## config.mk

```make
export PLATFORM = sky130hd
export DESIGN_NAME = alu_req_arbiter
export DESIGN_NICKNAME = d
export VERILOG_FILES = /design/src/rtl/alu_req_arbiter.sv
export SDC_FILE = /design/constraint.sdc
export NUM_CORES = 1
export LEC_CHECK = 0
export BUFFER_PORTS_ARGS = -buffer_cell sky130_fd_sc_hd__buf_4
export CORE_MARGIN = 3
export CORE_UTILIZATION = 45
export DETAILED_ROUTE_END_ITERATION = 8
export PLACE_DENSITY = 0.84
export SLEW_MARGIN = 15
export SYNTH_ARGS = -nofsm -noshare
export SYNTH_HDL_FRONTEND = slang
export SYNTH_SLANG_ARGS = --single-unit
```

## constraint.sdc

```tcl
create_clock -name CLK -period 2.1 [get_ports CLK]
set_input_delay 0.21 -clock CLK [delete_from_list [all_inputs] [get_ports CLK]]
set_output_delay 0.21 -clock CLK [all_outputs]
set_load 0.1 [all_outputs]
```

## src/rtl/alu_req_arbiter.sv

```systemverilog
// Round-robin arbiter sharing one combinational ALU between two requesters; `ALU_ARB_OPCHECK_EN adds opcode range checking (ERR).
// Latency: grant at edge N, ACK high from N+SETTLE_CYCLES to N+SETTLE_CYCLES+1; one op per SETTLE_CYCLES+2 cycles.
// Backpressure: REQ sampled only in IDLE; a losing requester holds REQ and wins the following arbitration.
module alu_req_arbiter #(
    parameter int DATA_WIDTH    = 32,
    parameter int OPRN_WIDTH    = 6,
    parameter int SETTLE_CYCLES = 1     // legal range 1..15
) (
    input  logic                  CLK,
    input  logic                  RST,
    input  logic                  REQ0,
    input  logic [OPRN_WIDTH-1:0] OPRN0,
    input  logic [DATA_WIDTH-1:0] OP1_0,
    input  logic [DATA_WIDTH-1:0] OP2_0,
    output logic                  ACK0,
    input  logic                  REQ1,
    input  logic [OPRN_WIDTH-1:0] OPRN1,
    input  logic [DATA_WIDTH-1:0] OP1_1,
    input  logic [DATA_WIDTH-1:0] OP2_1,
    output logic                  ACK1,
    output logic [DATA_WIDTH-1:0] RES,
    output logic                  ZFLAG,
    output logic                  BUSY,
    output logic [DATA_WIDTH-1:0] ALU_OP1,
    output logic [DATA_WIDTH-1:0] ALU_OP2,
    output logic [OPRN_WIDTH-1:0] ALU_OPRN,
    input  logic [DATA_WIDTH-1:0] ALU_OUT,
    input  logic                  ALU_ZERO
`ifdef ALU_ARB_OPCHECK_EN
    ,
    output logic                  ERR
`endif
);

    typedef enum logic [1:0] {
        IDLE = 2'd0,
        EXEC = 2'd1,
        RESP = 2'd2
    } state_t;

    localparam logic [3:0] SETTLE = 4'(SETTLE_CYCLES);

    state_t                  state;
    state_t                  state_nxt;
    logic [3:0]              settle_cnt;
    logic                    last_gnt;
    logic                    any_req;
    logic                    win;
    logic                    op_bad;
    logic [OPRN_WIDTH-1:0]   win_oprn;
    logic [DATA_WIDTH-1:0]   win_op1;
    logic [DATA_WIDTH-1:0]   win_op2;

    // With both requesting, the one that did not win last time goes next.
    assign any_req  = REQ0 | REQ1;
    assign win      = (REQ0 & REQ1) ? ~last_gnt : REQ1;
    assign win_oprn = win ? OPRN1 : OPRN0;
    assign win_op1  = win ? OP1_1 : OP1_0;
    assign win_op2  = win ? OP2_1 : OP2_0;

`ifdef ALU_ARB_OPCHECK_EN
    assign op_bad = (win_oprn == '0) || (win_oprn > OPRN_WIDTH'(9));
`else
    assign op_bad = 1'b0;
`endif

    always_ff @(posedge CLK or negedge RST) begin
        if (!RST) begin
            state <= IDLE;
        end else begin
            state <= state_nxt;
        end
    end

    always_comb begin
        state_nxt = state;
        ACK0      = 1'b0;
        ACK1      = 1'b0;
        BUSY      = 1'b1;
        case (state)
            IDLE: begin
                BUSY = 1'b0;
                if (any_req) begin
                    state_nxt = op_bad ? RESP : EXEC;
                end
            end
            EXEC: begin
                if (settle_cnt == SETTLE) begin
                    state_nxt = RESP;
                end
            end
            RESP: begin
                ACK0      = ~last_gnt;
                ACK1      = last_gnt;
                state_nxt = IDLE;
            end
            default: begin
                state_nxt = IDLE;
            end
        endcase
    end

    always_ff @(posedge CLK or negedge RST) begin
        if (!RST) begin
            settle_cnt <= '0;
            last_gnt   <= 1'b1;
            ALU_OP1    <= '0;
            ALU_OP2    <= '0;
            ALU_OPRN   <= '0;
            RES        <= '0;
            ZFLAG      <= 1'b0;
        end else begin
            case (state)
                IDLE: begin
                    if (any_req) begin
                        last_gnt <= win;
                        if (op_bad) begin
                            RES   <= '0;
                            ZFLAG <= 1'b0;
                        end else begin
                            ALU_OP1    <= win_op1;
                            ALU_OP2    <= win_op2;
                            ALU_OPRN   <= win_oprn;
                            settle_cnt <= 4'd1;
                        end
                    end
                end
                EXEC: begin
                    // ALU inputs have been stable SETTLE_CYCLES cycles by this edge.
                    if (settle_cnt == SETTLE) begin
                        RES        <= ALU_OUT;
                        ZFLAG      <= ALU_ZERO;
                        settle_cnt <= '0;
                    end else begin
                        settle_cnt <= settle_cnt + 4'd1;
                    end
                end
                default: begin
                end
            endcase
        end
    end

`ifdef ALU_ARB_OPCHECK_EN
    always_ff @(posedge CLK or negedge RST) begin
        if (!RST) begin
            ERR <= 1'b0;
        end else if (state == IDLE && any_req) begin
            ERR <= op_bad;
        end
    end
`endif

endmodule

```

==> flow_metrics.tcl, run 1 <==
set metrics [dict create \
    cts.path.max_buffers 2 \
    synth_area_leaders "dfrtp_1, a21oi_1, mux2i_1" \
    synth_top_area_cell "dfrtp_1" \
    vias 4410 \
    wl_um 14600 \
    rsz0062_at_grt "false" \
    fmax_mhz 578 \
    drcViolationCount 0 \
    synth-edff-count 0 \
    synth_seq_cells 110 \
    yosysSeqAreaShare 0.540 \
    yosysTopAreaCellShare 0.535 \
    layout-drive-gt1-share 0.502 \
    nNetsFinal 869 \
    multiInputGateArea_um2 2130 \
    place_congestion 0.887 \
    fin_tns_setup_ns 0 \
    synthArstFlopShare 1.00 \
    cts_tree "done" \
    fillers 780 \
    slowest_delay_ns 0.50 \
    vias_per_cell 5.28 \
    syn_avg_cell_area_um2 12.1 \
    cp-end-kind "register" \
    wl_per_cell_um 17.5 \
    drt_first_pass_iters 6 \
    numCtsBuffers 9 \
    slew_viol_final 0 \
    insertion_delay_ns 0.34 \
    die_h_um 112 \
    fp-row-count 38 \
    startpoint_type "register" \
    synth_area_um2 5100 \
    grt.total_usage 0.227 \
    final-setup-viol-count 0 \
    yosysWarnings 0 \
    synth_nets 600 \
    antenna_found_initial 0 \
    hpwl_um 11000 \
    grt_pass1_wl_um 23300 \
    area_growth_pct 49.4 \
    critPathKind "reg -> reg" \
    n_antenna_cell 0 \
    hold_viol 0 \
    clkSinkCount 110 \
    ys.flop_type "dfrtp_1" \
    synth_common_cells "a21oi_1, dfrtp_1, mux2i_1" \
    grt_pass1_vias 4659 \
    coreArea_um2 10900 \
    cp_slowest_cell "or3b_2" \
    ant_nets 0 \
    yosysMostFrequentCell "a21oi_1" \
    hold_class "in -> reg" \
    htreeDepth 3 \
    outcome "completed" \
    grt_max_degree 111 \
    start_util 0.466 \
    drt_iter0_drc 269 \
    seq_area_um2 2750 \
    worstMarginPinSlew_ns 0.700 \
    fin_worst_skew_ns 0.0112 \
    clkTransAtPathRegs_ns 0.07 \
    arrival_ns 1.95 \
    grt-ovfl-total 0 \
    syn_inst 421 \
    cts_root_buffer "clkbuf_16" \
    crit_chain "inv_1, ha_1, or3b_2, a311oi_1, o22ai_1" \
    post-route-min-period_ns 1.73 \
    io_pins 283 \
    fin_crit_sh 0.823 \
    cp_max_fo 4 \
    post_cts_buffers 0 \
    cp.required_ns 2.32 \
    die-area_um2 12600 \
    io_buffers 282 \
    ys_types 30 \
    drv_cap 0 \
    maxSlewHeadroom 0.533 \
    die_w_um 112 \
]
[critical path, delay by kind of cell (launching register included)]
| kind | cells | cell delay [ns] |
|---|---|---|
| AND/OR/NAND/NOR | 1 | 0.50 |
| flip-flops | 1 | 0.42 |
| AO/OA/AOI/OAI | 2 | 0.39 |
| adder cells (fa/ha/maj) | 1 | 0.21 |
| buffers and inverters | 1 | 0.08 |
[routing by layer]
metal / GRT usage / routed length (µm) / part of all wire
met1: 0.271 / 5500 / 0.38
met2: 0.398 / 7590 / 0.52
met3: 0.0604 / 1190 / 0.082
met4: 0.0785 / 305 / 0.021
met5: 0 / 0 / 0
[sequential cells by signal, indices dropped and copies added, names as in the netlist]
name,cells
last_gnt,1
ALU_OP2,32
settle_cnt,4
RES,32
ALU_OP1,32
ZFLAG,1
state,2
ALU_OPRN,6
[through the flow]
step | setup WS [ns] | std cells | cell area (µm²) | hold WS (ns) | util
after floorplan | 0.164 | 421 | 5100 | -0.0856 | -
after global routing | 0.257 | 835 | 7610 | 0.0855 | 0.696
after global placement | 0.479 | 818 | 7310 | 0.317 | 0.669
final | 0.371 | 835 | 7610 | 0.0927 | 0.696
after CTS | 0.370 | 835 | 7610 | 0.0882 | 0.696
after detailed placement | 0.371 | 818 | 7310 | 0.330 | 0.669
[worst paths after layout]
| kind | startpoint | to | slack, ns | cells past startpoint |
|---|---|---|---|---|
| worst max-delay path | settle_cnt[1]$_DFFE_PN0P_ | settle_cnt[3]$_DFFE_PN0P_ | 0.37 | 5 |
| worst min-delay path | ALU_OUT[7] | RES[7]$_DFFE_PN0P_ | 0.09 | 2 |
| worst max register to register | settle_cnt[1]$_DFFE_PN0P_ | settle_cnt[3]$_DFFE_PN0P_ | 0.37 | 5 |
| worst min register to register | RES[29]$_DFFE_PN0P_ | RES[29]$_DFFE_PN0P_ | 0.52 | 1 |
| max in group asynchronous | RST | ALU_OP1[5]$_DFFE_PN0P_ | 1.16 | 3 |
| min in group asynchronous | RST | RES[28]$_DFFE_PN0P_ | 0.44 | 3 |
[area by class of cell]
class,count,share of cell area
Inverter,4,0.00197
Timing Repair Buffer,293,0.296
Sequential cell,110,0.362
Clock inverter,5,0.00789
Clock buffer,11,0.0306
Multi-Input combinational cell,272,0.279
Tap cell,140,0.0230
[kinds of logic after synthesis]
kind of cell	share of synthesized area
buffers and inverters	0.0481
muxes	0.234
adders and majority gates	0.00491
AOI/OAI and AO/OA	0.149
DFF	0.540
and+or+nand+nor	0.0233
[what timing repair did]
action / CTS / global route
hold buffers: 1 / 0
resized for setup: 0 / 0
endpoints found under the hold margin: 109 / 0
[placed cells by master (no fill, tap or decap)]
cell	count
mux2_2	5
a311oi_1	1
o22ai_1	2
nor3_4	1
dfstp_2	1
or2_2	1
nor2b_4	1
a21oi_1	141
o21ai_0	4
nor3b_1	1
nor2_4	1
clkinv_2	1
buf_4	288
mux2i_1	70
and3b_1	1
bufinv_16	1
clkinvlp_4	1
clkbuf_16	9
or3b_2	1
nor2_1	2
dfrtp_1	109
nand3_1	2
nand2_1	1
nor3_1	1
a21boi_4	1
nand2b_1	1
nor3b_2	1
inv_1	4
ha_1	2
clkbuf_1	2
buf_12	4
clkinv_4	2
nand3_4	1
mux2_4	29
dlygate4sd3_1	1
o31ai_1	1
Power of run 1 is not shown: default switching activity piles up to over one toggle a cycle in this logic, so the estimate is an artifact.
==> run 2: changes to the inputs <==
clock period = 1.6 ns   (was 2.1 ns; I/O delays follow)
==> flow_metrics.tcl, run 2 (synthesized netlist as in run 1, its figures left out) <==
set metrics [dict create \
    reg2reg_from "settle_cnt[1]$_DFFE_PN0P_" \
    startpoint_type "register" \
    grt.total_usage 0.228 \
    drt_iter0_drc 239 \
    die_w_um 112 \
    area_growth_pct 51.7 \
    grt_pass1_wl_um 23200 \
    post-route-min-period_ns 1.55 \
    fin_cells 841 \
    slew_viol_final 0 \
    start_util 0.466 \
    layout_common_cells "buf_4, a21oi_1, dfrtp_1" \
    fmax_mhz 645 \
    worstHoldPathCells 2 \
    reg2reg_depth 6 \
    cts_root_buffer "clkbuf_16" \
    cp.required_ns 1.44 \
    fin_crit_sh 0.969 \
    drt_first_pass_iters 4 \
    arrival_ns 1.39 \
    io_buffers 282 \
    fin_tns_setup_ns 0 \
    clkSinkCount 110 \
    wl_per_cell_um 17.5 \
    vias_per_cell 5.24 \
    cts.path.max_buffers 2 \
    clkTransAtPathRegs_ns 0.08 \
    ant_nets 0 \
    vias 4410 \
    wl_um 14700 \
    cp_max_fo 8 \
    outcome "completed" \
    place_congestion 0.851 \
    rsz0062_at_grt "true" \
    n_antenna_cell 0 \
    drcViolationCount 0 \
    hold_viol 0 \
    hold_start "ALU_OUT[15]" \
    drv_cap 0 \
    die_h_um 112 \
    maxSlewHeadroom 0.626 \
    numCtsBuffers 9 \
    die-area_um2 12600 \
    cts_tree "done" \
    fp-row-count 38 \
    antenna_found_initial 0 \
    reg_top3 "ALU_OP1 (32), ALU_OP2 (32), RES (32)" \
    design_area_um2 7730 \
    grt_pass1_vias 4725 \
    layout-drive-gt1-share 0.511 \
    critPathKind "reg -> out" \
    worstMarginPinSlew_ns 0.561 \
    cp-end-kind "primary output" \
    insertion_delay_ns 0.34 \
    hold_class "in -> reg" \
    crit_start "state[1]$_DFFE_PN0P_" \
    fin_worst_skew_ns 0.00668 \
    place_inst 823 \
    hpwl_um 10700 \
    final_common_cell "buf_4" \
    nNetsFinal 875 \
    dpl_cell_area_um2 7410 \
    grt-ovfl-total 0 \
    final-setup-viol-count 0 \
    grt_max_degree 111 \
    coreArea_um2 10900 \
    htreeDepth 3 \
    io_pins 283 \
]
run 2: cell count changes in the layout (fill, tap and decap cells not counted), sizes merged:
cell,change
buf,+6
bufinv,-1
clkinv,-1
inv,+2
run 2: worst max-delay path, stage by stage, from the launching register on:
cell     delay [ns]
dfrtp_1        0.39
buf_4          0.20
nor3b_4        0.20
buf_6          0.25
run 2: area by class of cell:
cell class | instances | area [µm²]
fill | 783 | 3200
sequential | 110 | 2750
clock buffer | 11 | 243
clock inverter | 5 | 42.5
timing repair buffer | 299 | 2360
multi-input combinational | 272 | 2150
tap | 140 | 175
inverter | 4 | 15.0
run 2: final timing paths:
path | to | slack (ns)
max in group asynchronous | ALU_OP2[6]$_DFFE_PN0P_ | 0.76
hold / removal | RES[15]$_DFFE_PN0P_ | 0.04
setup reg to reg | RES[12]$_DFFE_PN0P_ | 0.06
min in group asynchronous | RES[26]$_DFFE_PN0P_ | 0.42
setup / recovery | ACK0 | 0.05
hold reg to reg | RES[16]$_DFFE_PN0P_ | 0.52
run 2: repair_timing:
action | CTS | global route
hold endpoints to repair | 109 | 0
resized for setup | 3 | 4
hold buffers | 1 | 0
buffers inserted | 1 | 0
cloned | 0 | 0
setup endpoints to repair | 3 | 12
pin swaps | 1 | 0
run 2: stage by stage:
step | util | hold slack (ns) | setup WS, ns
floorplan | - | -0.136 | 0.0209
global placement | 0.677 | 0.267 | 0.0890
detailed placement | 0.677 | 0.283 | 0.00236
CTS | 0.706 | 0.0308 | 0.0220
global route | 0.707 | 0.0321 | 0.00397
finish | 0.707 | 0.0371 | 0.0488
run 2: layer usage:
metal  part of all wire  GRT usage
met5                  0          0
met4              0.022     0.0809
met2               0.52      0.418
met1               0.37      0.256
met3              0.084     0.0555
Power of run 2 is left out for the same reason.
==> run 3: changes to the inputs <==
clock period = 1.7 ns   (was 1.6 ns; I/O delays follow)
==> flow_metrics.tcl, run 3 (synthesized netlist as in run 1, its figures left out) <==
set metrics [dict create \
    outcome "completed" \
    hold_class "in -> reg" \
    die_h_um 112 \
    io_pins 283 \
    cp-end-kind "register" \
    grt_pass1_wl_um 23800 \
    wl_um 15000 \
    fin_cells 841 \
    insertion_delay_ns 0.34 \
    die_w_um 112 \
    antenna_found_initial 0 \
    cts.path.max_buffers 2 \
    vias_per_cell 5.34 \
    fmax_mhz 604 \
    drv_cap 0 \
    place_ws_ns -0.0417 \
    fillers 765 \
    coreArea_um2 10900 \
    fin_crit_sh 0.975 \
    setup_slack_ns 0.0432 \
    slew_viol_final 0 \
    hpwl_um 10900 \
    area_growth_pct 53.0 \
    reg2reg_depth 5 \
    drcViolationCount 0 \
    maxSlewHeadroom 0.589 \
    cp.required_ns 1.91 \
    grt_max_degree 111 \
    layout_common_cells "buf_4, a21oi_1, dfrtp_1" \
    crit_start "settle_cnt[1]$_DFFE_PN0P_" \
    r2r_slack_ns 0.04 \
    clkSinkCount 110 \
    arrival_ns 1.87 \
    die-area_um2 12600 \
    reg_top3 "ALU_OP1 (32), ALU_OP2 (32), RES (32)" \
    numCtsBuffers 9 \
    layout-drive-gt1-share 0.514 \
    hold_viol 0 \
    ant_nets 0 \
    start_util 0.466 \
    final_util 0.713 \
    fp-row-count 38 \
    cp-endpoint "settle_cnt[3]$_DFFE_PN0P_" \
    final_common_cell "buf_4" \
    grt_pass1_vias 4907 \
    slowest_delay_ns 0.41 \
    reg2reg_from "settle_cnt[1]$_DFFE_PN0P_" \
    htreeDepth 3 \
    worstMarginPinSlew_ns 0.617 \
    cts_root_buffer "clkbuf_16" \
    critPathKind "reg -> reg" \
    vias 4489 \
    post-route-min-period_ns 1.66 \
    cts_tree "done" \
    rsz0062_at_grt "false" \
    r2r-end "settle_cnt[3]$_DFFE_PN0P_" \
    drt_first_pass_iters 4 \
    io_buffers 282 \
    hold_ws_ns 0.0564 \
    n_antenna_cell 0 \
    clkTransAtPathRegs_ns 0.07 \
    grt-ovfl-total 0 \
    nNetsFinal 875 \
    crit_chain "inv_1, ha_2, or3b_4, a311oi_2, o22ai_2" \
    wl_per_cell_um 17.8 \
    place_inst 819 \
    final-setup-viol-count 0 \
    startpoint_type "register" \
    cp_max_fo 3 \
    place_congestion 0.847 \
    drt_iter0_drc 307 \
    fin_worst_skew_ns 0.00501 \
    hold_start "ALU_OUT[18]" \
    cp_slowest_cell "or3b_4" \
    grt.total_usage 0.234 \
]
run 3: cell types whose count changed in the layout (fill, tap and decap cells not counted):
cell	previous run	this run
clkbuf_1	1	0
mux2_2	4	5
clkinv_2	0	1
buf_12	8	9
inv_6	2	1
buf_4	287	289
mux2_4	30	29
o22ai_2	0	1
buf_6	3	0
clkbuf_8	1	0
bufinv_16	0	3
clkinvlp_4	1	0
o22ai_1	2	1
run 3: layout make-up:
cell class	instances	area, µm²	share of cell area
clock buffer	9	225	0.0289
sequential	110	2750	0.353
clock inverter	7	121	0.0156
multi-input combinational	272	2150	0.276
inverter	4	15.0	0.00192
timing repair buffer	299	2360	0.303
tap	140	175	0.0225
run 3: metal layers:
layer / up-vias / part of all wire / track usage
met3: 38 / 0.084 / 0.0609
met2: 210 / 0.54 / 0.424
met1: 2162 / 0.35 / 0.259
met4: 0 / 0.030 / 0.0994
li1: 2079 / - / -
met5: - / 0 / 0
run 3: how the worst min path moves through the flow:
stage	endpoint	cells after the start
floorplan	ALU_OP1[0]$_DFFE_PN0P_	0
global placement	RES[24]$_DFFE_PN0P_	2
detailed placement	RES[15]$_DFFE_PN0P_	2
CTS	RES[8]$_DFFE_PN0P_	2
global route	RES[9]$_DFFE_PN0P_	2
finish	RES[18]$_DFFE_PN0P_	2
run 3: per-stage QoR:
stage | setup TNS, ns | cell area (µm²)
3_3_place_gp | 0 | 7390
5_1_grt | 0 | 7800
6_report | 0 | 7800
4_1_cts | 0 | 7760
2_1_floorplan | 0 | 5110
3_5_place_dp | -0.0417 | 7390
run 3: timing repair:
| item | CTS | global route |
|---|---|---|
| endpoints found under the setup margin | 1 | 2 |
| hold buffers | 1 | 0 |
| buffers inserted | 0 | 5 |
| pin swaps | 0 | 2 |
| hold endpoints to repair | 109 | 0 |
| gates resized for setup | 3 | 1 |
run 3: critical path, delay by kind of cell (launching register included):
kind	cells	cell delay, ns
adder cells (fa/ha/maj)	1	0.21
flip-flops	1	0.40
AO/OA/AOI/OAI	2	0.43
AND/OR/NAND/NOR	1	0.41
buffers and inverters	1	0.09
Power of run 3 is left out for the same reason.
